$ cat config.mk
export PLATFORM = sky130hd
export DESIGN_NAME = edge_bbox_overlay
export DESIGN_NICKNAME = d
export VERILOG_FILES = /design/src/rtl/edge_overlay_pkg.sv /design/src/rtl/frame_bbox_acc.sv /design/src/rtl/edge_bbox_overlay.sv
export SDC_FILE = /design/constraint.sdc
export NUM_CORES = 1
export LEC_CHECK = 0
export CAP_MARGIN = 20
export CELL_PAD_IN_SITES_DETAIL_PLACEMENT = 1
export CELL_PAD_IN_SITES_GLOBAL_PLACEMENT = 1
export CORE_ASPECT_RATIO = 1.75
export CORE_MARGIN = 2
export CORE_UTILIZATION = 41
export DETAILED_ROUTE_END_ITERATION = 10
export PLACE_DENSITY_LB_ADDON = 0.1
export SYNTH_ARGS = -nofsm -noshare
export SYNTH_HDL_FRONTEND = slang
export SYNTH_HIERARCHICAL = 1
export SYNTH_SLANG_ARGS = --single-unit
$ cat constraint.sdc
create_clock -name pclk -period 3.7 [get_ports pclk]
set_clock_uncertainty 0.2 [all_clocks]
set_input_delay 0.74 -clock pclk [delete_from_list [all_inputs] [get_ports pclk]]
set_output_delay 0.74 -clock pclk [all_outputs]
set_load 0.01 [all_outputs]
$ cat src/rtl/edge_overlay_pkg.sv
// Shared types and constants for the edge bounding-box overlay.
// Contents: coordinate width helper, default box colour, white/black pixels,
// and the packed video bus payload used for pipeline staging.
package edge_overlay_pkg;

  localparam int unsigned PIX_W = 24;

  localparam logic [PIX_W-1:0] BOX_COLOR_DEF = 24'hFF0000;
  localparam logic [PIX_W-1:0] PIX_WHITE     = 24'hFFFFFF;
  localparam logic [PIX_W-1:0] PIX_BLACK     = 24'h000000;

  // One pixel-clock beat of the video bus.
  typedef struct packed {
    logic [PIX_W-1:0] data;
    logic             vde;
    logic             hsync;
    logic             vsync;
  } vid_t;

  // Bits needed to index n positions (never below 1).
  function automatic int unsigned coord_w(input int unsigned n);
    return (n < 2) ? 1 : $clog2(n);
  endfunction

endpackage

$ cat src/rtl/frame_bbox_acc.sv
// Per-frame edge statistics: counts edge pixels and tracks their bounding box.
// On frame_start the running totals are published (once armed) and restarted.
// Ports: pclk/rst_n; frame_start (vsync rise), pix_edge, x, y (current pixel);
// edge_count, bbox_min/max_x/y, bbox_valid, stat_valid (registered results).
module frame_bbox_acc #(
  parameter int unsigned XW         = 11,
  parameter int unsigned YW         = 10,
  parameter int unsigned CW         = 21,
  parameter int unsigned MIN_PIXELS = 64
) (
  input  logic          pclk,
  input  logic          rst_n,
  input  logic          frame_start,
  input  logic          pix_edge,
  input  logic [XW-1:0] x,
  input  logic [YW-1:0] y,
  output logic [CW-1:0] edge_count,
  output logic [XW-1:0] bbox_min_x,
  output logic [XW-1:0] bbox_max_x,
  output logic [YW-1:0] bbox_min_y,
  output logic [YW-1:0] bbox_max_y,
  output logic          bbox_valid,
  output logic          stat_valid
);

  logic [CW-1:0] acc_cnt, cnt_n;
  logic [XW-1:0] acc_minx, acc_maxx, minx_n, maxx_n;
  logic [YW-1:0] acc_miny, acc_maxy, miny_n, maxy_n;
  logic          frame_seen;

  // Restart on the boundary first, so a coincident edge pixel lands in the new frame.
  always_comb begin
    cnt_n  = acc_cnt;
    minx_n = acc_minx;
    maxx_n = acc_maxx;
    miny_n = acc_miny;
    maxy_n = acc_maxy;
    if (frame_start) begin
      cnt_n  = '0;
      minx_n = '1;
      maxx_n = '0;
      miny_n = '1;
      maxy_n = '0;
    end
    if (pix_edge) begin
      if (cnt_n != '1) cnt_n = cnt_n + CW'(1);
      if (x < minx_n) minx_n = x;
      if (x > maxx_n) maxx_n = x;
      if (y < miny_n) miny_n = y;
      if (y > maxy_n) maxy_n = y;
    end
  end

  // Accumulators, plus publish of the finished frame (skipped for the partial first frame).
  always_ff @(posedge pclk or negedge rst_n) begin
    if (!rst_n) begin
      acc_cnt    <= '0;
      acc_minx   <= '1;
      acc_maxx   <= '0;
      acc_miny   <= '1;
      acc_maxy   <= '0;
      frame_seen <= 1'b0;
      edge_count <= '0;
      bbox_min_x <= '0;
      bbox_max_x <= '0;
      bbox_min_y <= '0;
      bbox_max_y <= '0;
      bbox_valid <= 1'b0;
      stat_valid <= 1'b0;
    end else begin
      acc_cnt    <= cnt_n;
      acc_minx   <= minx_n;
      acc_maxx   <= maxx_n;
      acc_miny   <= miny_n;
      acc_maxy   <= maxy_n;
      stat_valid <= 1'b0;
      if (frame_start) begin
        frame_seen <= 1'b1;
        if (frame_seen) begin
          edge_count <= acc_cnt;
          bbox_min_x <= acc_minx;
          bbox_max_x <= acc_maxx;
          bbox_min_y <= acc_miny;
          bbox_max_y <= acc_maxy;
          bbox_valid <= (acc_cnt >= CW'(MIN_PIXELS));
          stat_valid <= 1'b1;
        end
      end
    end
  end

endmodule

$ cat src/rtl/edge_bbox_overlay.sv
// Binarises Sobel magnitude, gathers per-frame edge statistics and draws the
// previous frame's edge bounding box onto the outgoing video (2 pclk latency).
// Ports: pclk/rst_n; s_pData/s_pVDE/s_pHSync/s_pVSync in; thresh, bin_en;
// m_pData/m_pVDE/m_pHSync/m_pVSync out; edge_count, bbox_*, bbox_valid, stat_valid.
module edge_bbox_overlay
  import edge_overlay_pkg::*;
#(
  parameter int unsigned      H_ACTIVE   = 1280,
  parameter int unsigned      V_ACTIVE   = 720,
  parameter int unsigned      MIN_PIXELS = 64,
  parameter logic [PIX_W-1:0] BOX_COLOR  = BOX_COLOR_DEF,
  localparam int unsigned     XW         = coord_w(H_ACTIVE),
  localparam int unsigned     YW         = coord_w(V_ACTIVE),
  localparam int unsigned     CW         = XW + YW
) (
  input  logic             pclk,
  input  logic             rst_n,
  input  logic [PIX_W-1:0] s_pData,
  input  logic             s_pVDE,
  input  logic             s_pHSync,
  input  logic             s_pVSync,
  input  logic [7:0]       thresh,
  input  logic             bin_en,
  output logic [PIX_W-1:0] m_pData,
  output logic             m_pVDE,
  output logic             m_pHSync,
  output logic             m_pVSync,
  output logic [CW-1:0]    edge_count,
  output logic [XW-1:0]    bbox_min_x,
  output logic [XW-1:0]    bbox_max_x,
  output logic [YW-1:0]    bbox_min_y,
  output logic [YW-1:0]    bbox_max_y,
  output logic             bbox_valid,
  output logic             stat_valid
);

  localparam logic [XW-1:0] X_LAST = XW'(H_ACTIVE - 1);
  localparam logic [YW-1:0] Y_LAST = YW'(V_ACTIVE - 1);

  logic          vs_d, vde_d;
  logic [XW-1:0] x_cnt, s1_x;
  logic [YW-1:0] y_cnt, s1_y;
  logic [7:0]    thresh_q;
  logic          vs_rise_c, eol_c, edge_c, on_box_c;
  logic          s1_edge, s1_bin;
  vid_t          s1;
  logic [PIX_W-1:0] pix_c;

  assign vs_rise_c = s_pVSync & ~vs_d;
  assign eol_c     = vde_d & ~s_pVDE;
  assign edge_c    = s_pVDE && (s_pData[7:0] >= thresh_q);

  // Raster position of the current input pixel and per-frame threshold.
  always_ff @(posedge pclk or negedge rst_n) begin
    if (!rst_n) begin
      vs_d     <= 1'b0;
      vde_d    <= 1'b0;
      x_cnt    <= '0;
      y_cnt    <= '0;
      thresh_q <= '0;
    end else begin
      vs_d  <= s_pVSync;
      vde_d <= s_pVDE;
      if (vs_rise_c) begin
        x_cnt    <= '0;
        y_cnt    <= '0;
        thresh_q <= thresh;
      end else if (eol_c) begin
        x_cnt <= '0;
        if (y_cnt != Y_LAST) y_cnt <= y_cnt + YW'(1);
      end else if (s_pVDE && (x_cnt != X_LAST)) begin
        x_cnt <= x_cnt + XW'(1);
      end
    end
  end

  frame_bbox_acc #(
    .XW         (XW),
    .YW         (YW),
    .CW         (CW),
    .MIN_PIXELS (MIN_PIXELS)
  ) u_acc (
    .pclk        (pclk),
    .rst_n       (rst_n),
    .frame_start (vs_rise_c),
    .pix_edge    (edge_c),
    .x           (x_cnt),
    .y           (y_cnt),
    .edge_count  (edge_count),
    .bbox_min_x  (bbox_min_x),
    .bbox_max_x  (bbox_max_x),
    .bbox_min_y  (bbox_min_y),
    .bbox_max_y  (bbox_max_y),
    .bbox_valid  (bbox_valid),
    .stat_valid  (stat_valid)
  );

  // Box perimeter test against last frame's published box.
  assign on_box_c = (((s1_x == bbox_min_x) || (s1_x == bbox_max_x)) &&
                     (s1_y >= bbox_min_y) && (s1_y <= bbox_max_y)) ||
                    (((s1_y == bbox_min_y) || (s1_y == bbox_max_y)) &&
                     (s1_x >= bbox_min_x) && (s1_x <= bbox_max_x));

  // Overlay mux: blanking black, box wins over binarised/pass-through video.
  always_comb begin
    pix_c = PIX_BLACK;
    if (s1.vde) begin
      if (bbox_valid && on_box_c) pix_c = BOX_COLOR;
      else if (s1_bin)            pix_c = s1_edge ? PIX_WHITE : PIX_BLACK;
      else                        pix_c = s1.data;
    end
  end

  // Stage 1 captures pixel + classification, stage 2 drives the overlaid bus.
  always_ff @(posedge pclk or negedge rst_n) begin
    if (!rst_n) begin
      s1       <= '0;
      s1_edge  <= 1'b0;
      s1_bin   <= 1'b0;
      s1_x     <= '0;
      s1_y     <= '0;
      m_pData  <= '0;
      m_pVDE   <= 1'b0;
      m_pHSync <= 1'b0;
      m_pVSync <= 1'b0;
    end else begin
      s1       <= '{data: s_pData, vde: s_pVDE, hsync: s_pHSync, vsync: s_pVSync};
      s1_edge  <= edge_c;
      s1_bin   <= bin_en;
      s1_x     <= x_cnt;
      s1_y     <= y_cnt;
      m_pData  <= pix_c;
      m_pVDE   <= s1.vde;
      m_pHSync <= s1.hsync;
      m_pVSync <= s1.vsync;
    end
  end

endmodule

==> results.txt <==
----------------------------------------------------
[Status]
  Result of the run ... finished clean

[Worst setup path]
  Library cell appearing most often on the critical path ... buf_4
  Required @ worst endpoint ... 3.97 ns
  Type of the worst setup path ... input port to flop
  Kind of launch point of the worst setup path ... input port
  Sort of element at the end of the critical path ... flop
  Arrival time reported for the critical path endpoint ... 3.59 ns
  Maximum single-stage delay on the critical path ... 0.55 ns
  Slowest cell on the critical path ... o41ai_1
  Ordered list of cells on the worst path ... clkdlybuf4s50_1 > nand2b_1 > inv_2 > buf_4 > nor2_1 > ha_1 > a21oi_1 > o21ai_0 > o41ai_1 > buf_4 > o22a_1
  Crit-path max FO ... 27

[Floorplanning]
  Die Y ... 222 um
  Top Ports ... 130
  Initial Util ... 0.413
  Horizontal extent of the die ... 129 um
  Area of the core region ... 27,000 um2
  Std cell rows ... 80
  DIE AREA ... 28,600 um2

[Timing]
  Upper clock frequency limit ... 301 MHz
  Summed negative setup slack over all endpoints ... 0 ns
  Setup repair after global routing missed its margin ... no
  Setup violators final ... 0
  Max-slew violation total from the final report ... 0
  Final hold violation count ... 0
  Actual transition at the worst max-transition pin ... 1.03 ns
  Fin Hold WS ... 0.150 ns
  Fin crit period ... 3.32 ns
  Worst relative slew slack ... 0.311
  Final clock period utilization by the worst path ... 0.897

[Global routing]
  All-Layer GR Usage ... 0.217
  Initial antenna violation count ... 0
  First-pass GRT wire length ... 47,900 um
  Pin count of the biggest net entering global routing ... 77
  Overflow left after global routing ... 0
  Via count of the first global-routing pass ... 8,784

[Power]
  Cell leakage power ... 6.70 nW
  Pwr per Cell Area ... 536 nW/um2
  Switching power total ... 0.00210 W
  Worst supply voltage drop on vdd ... 0.418 mV
  Sw frac ... 0.279
  Clock share of power ... 0.366
  Cell-internal power ... 0.00542 W
  Combinational group share of total power ... 0.213
  Proportion of power drawn by flip-flops and latches ... 0.421

[Clock network]
  Clock buffer depth ... 3
  Number of buffers created by CTS ... 24
  Clock H-tree levels ... 1
  Number of clock sinks ... 235
  Clock latency of the later-clocked register in the worst-skew pair ... 0.53 ns
  Clock tree root buffer cell ... clkbuf_16
  Clock edge transition at the registers on the reported setup and hold paths ... 0.06 ns
  TritonCTS clock tree ... yes

[Route]
  Via Count ... 7,984
  Detail-routed via count per cell ... 5.32
  Post-route DRC ... 0
  Total Routed Length ... 30,600 um
  Number of search-and-repair iterations in the first detailed-routing pass ... 4
  Per-cell routed wire length ... 20.4 um
  ANT nets after route ... 0
  First DRT Iteration DRCs ... 196

[Layout]
  Net count reported at finish ... 1,287
  Post-Layout Inst Area ... 14,000 um2
  Filler Cells Inserted ... 2,897
  Area taken by flip-flops and latches ... 5910 um2
  Share of cells above drive strength 1 ... 0.165
  Footprint of the multi-input gates ... 4770 um2
  Diode insertion count for antenna repair ... 0
  P&R area growth vs syn ... 25.5%
  Final standard cell count with taps included and fillers excluded ... 1,501

[Placement]
  Placed standard-cell area ... 13,100 um2
  Placed wire-length estimate after detailed placement ... 23,200 um
  Routability cong. ... 0.829
  Placed cells ... 1,457
  I/O Buffers ... 129

[Synth]
  Mean instance size in the synthesized netlist ... 11.3 um2
  Main flop type after synthesis ... dfrtp_1
  Syn_nets ... 1,117
  Synth warnings ... 6
  Commonest cells in the netlist ... dfrtp_1, ha_1, inv_1
  Number of flops mapped to enable cells by yosys ... 0
  Post-synthesis async set-or-reset flop share ... 1.00
  Post-Syn Instances ... 986
  Most common cell in the netlist ... dfrtp_1
  Sequential fraction of the synthesis area ... 0.529
  Number of unique standard cell types used by synthesis ... 66
  Synthesized area ... 11,200 um2
  Top cells by area, synth ... dfrtp_1, ha_1, mux2_2
  Cell type contributing the most total cell area after synthesis ... dfrtp_1
  Portion of synthesized cell area occupied by the leading cell type ... 0.479
  Synthesis-stage register bit count ... 235

[Hold path]
  Path class of the lowest-slack min-delay path ... flop to flop

[Run]
  Max-cap violations ... 0

----------------------------------------------------
-- placed cells by master, fill, tap and decap left out, types with 3 or more instances in the layout --
master and count:
dfrtp_1 214, clkbuf_8 6, nor4_1 4, ha_1 93
clkbuf_16 25, and3_2 4, buf_12 4, dfstp_2 21
a211oi_1 8, buf_4 39, o211ai_1 10, inv_1 93
bufinv_16 5, nor2_1 61, clkinv_2 4, nand3_1 21
xnor2_1 10, mux2i_1 29, o22a_1 11, a21o_1 7
nand2_1 81, nand4_1 27, clkdlybuf4s50_1 128, and3_1 20
nor3_1 10, nand2b_1 7, and4b_1 3, o21ai_1 3
o21ai_0 44, a21oi_1 31, o21a_1 3, nor2b_1 11
xor2_1 23, mux2_2 65
-- critical path, delay by kind of cell --
kind	cells	cell delay, ns
AND/OR/NAND/NOR	2	0.19
buffers and inverters	4	1.36
adder cells (fa/ha/maj)	1	0.31
AO/OA/AOI/OAI	4	0.97
-- stage by stage --
step                utilization  worst slack (ns)  power [W]
floorplan                     -            0.0142    0.00400
global placement          0.485           -0.0680    0.00479
detailed placement        0.485            -0.203    0.00484
CTS                       0.519             0.338    0.00763
global route              0.519             0.105    0.00788
finish                    0.519             0.381    0.00752
-- power groups by stage --
stage                     clock (W)  sequential, W  combinational [W]
after floorplan                   0        0.00318           0.000821
after global placement            0        0.00321            0.00158
after detailed placement          0        0.00321            0.00162
after CTS                   0.00282        0.00317            0.00164
after global routing        0.00290        0.00321            0.00177
final                       0.00275        0.00316            0.00160
-- final cells by class --
cell class | count | area share
Clock inverter | 12 | 0.0138
Tap cell | 328 | 0.0293
Inverter | 95 | 0.0254
Sequential cell | 235 | 0.421
Timing Repair Buffer | 173 | 0.120
Clock buffer | 31 | 0.0505
Multi-Input combinational cell | 627 | 0.340
-- final timing paths --
| check | start | depth (start not counted) | to | slack, ns |
|---|---|---|---|---|
| max in group asynchronous | rst_n | 3 | u_acc/edge_count[2] | 1.86 |
| hold / removal | s1[1] | 0 | m_pHSync | 0.15 |
| min in group asynchronous | rst_n | 2 | s1[7] | 0.57 |
| hold reg to reg | s1[1] | 0 | m_pHSync | 0.15 |
| setup / recovery | s_pVSync | 11 | u_acc/acc_minx[1] | 0.38 |
| setup reg to reg | u_acc/bbox_min_y[7] | 9 | m_pData[1] | 0.61 |
-- registers in the layout, summed over array words and instances (netlist names), 8 cells and up --
name	cells
s1	27
m_pData	24
u_acc/acc_cnt	21
u_acc/edge_count	21
s1_x	11
u_acc/acc_maxx	11
u_acc/acc_minx	11
u_acc/bbox_max_x	11
u_acc/bbox_min_x	11
x_cnt	11
s1_y	10
u_acc/acc_maxy	10
u_acc/acc_miny	10
u_acc/bbox_max_y	10
u_acc/bbox_min_y	10
y_cnt	10
thresh_q	8
-- routing by layer --
metal	part of all wire	global-route usage
met5	0	0
met4	0.027	0.0673
met3	0.031	0.0253
met2	0.57	0.431
met1	0.37	0.230
-- cells by family (layout without fill, tap and decap cells) --
group,count (synthesis),after routing,synth area share
flip-flops,235,235,0.529
multiplexers,95,95,0.0925
XOR/XNOR,33,33,0.0259
AO/OA/AOI/OAI,135,135,0.0792
AND/OR/NAND/NOR,271,271,0.125
adder cells (fa/ha/maj),93,93,0.104
buffers and inverters,124,311,0.0450
-- timing repair --
item | 4_1_cts | 5_1_grt
setup buffers | 0 | 0
resized for setup | 0 | 0
hold endpoints to repair | 2 | 0
hold buffers | 1 | 0
setup endpoints to repair | 0 | 0
Power figures use the tool's default switching activity.
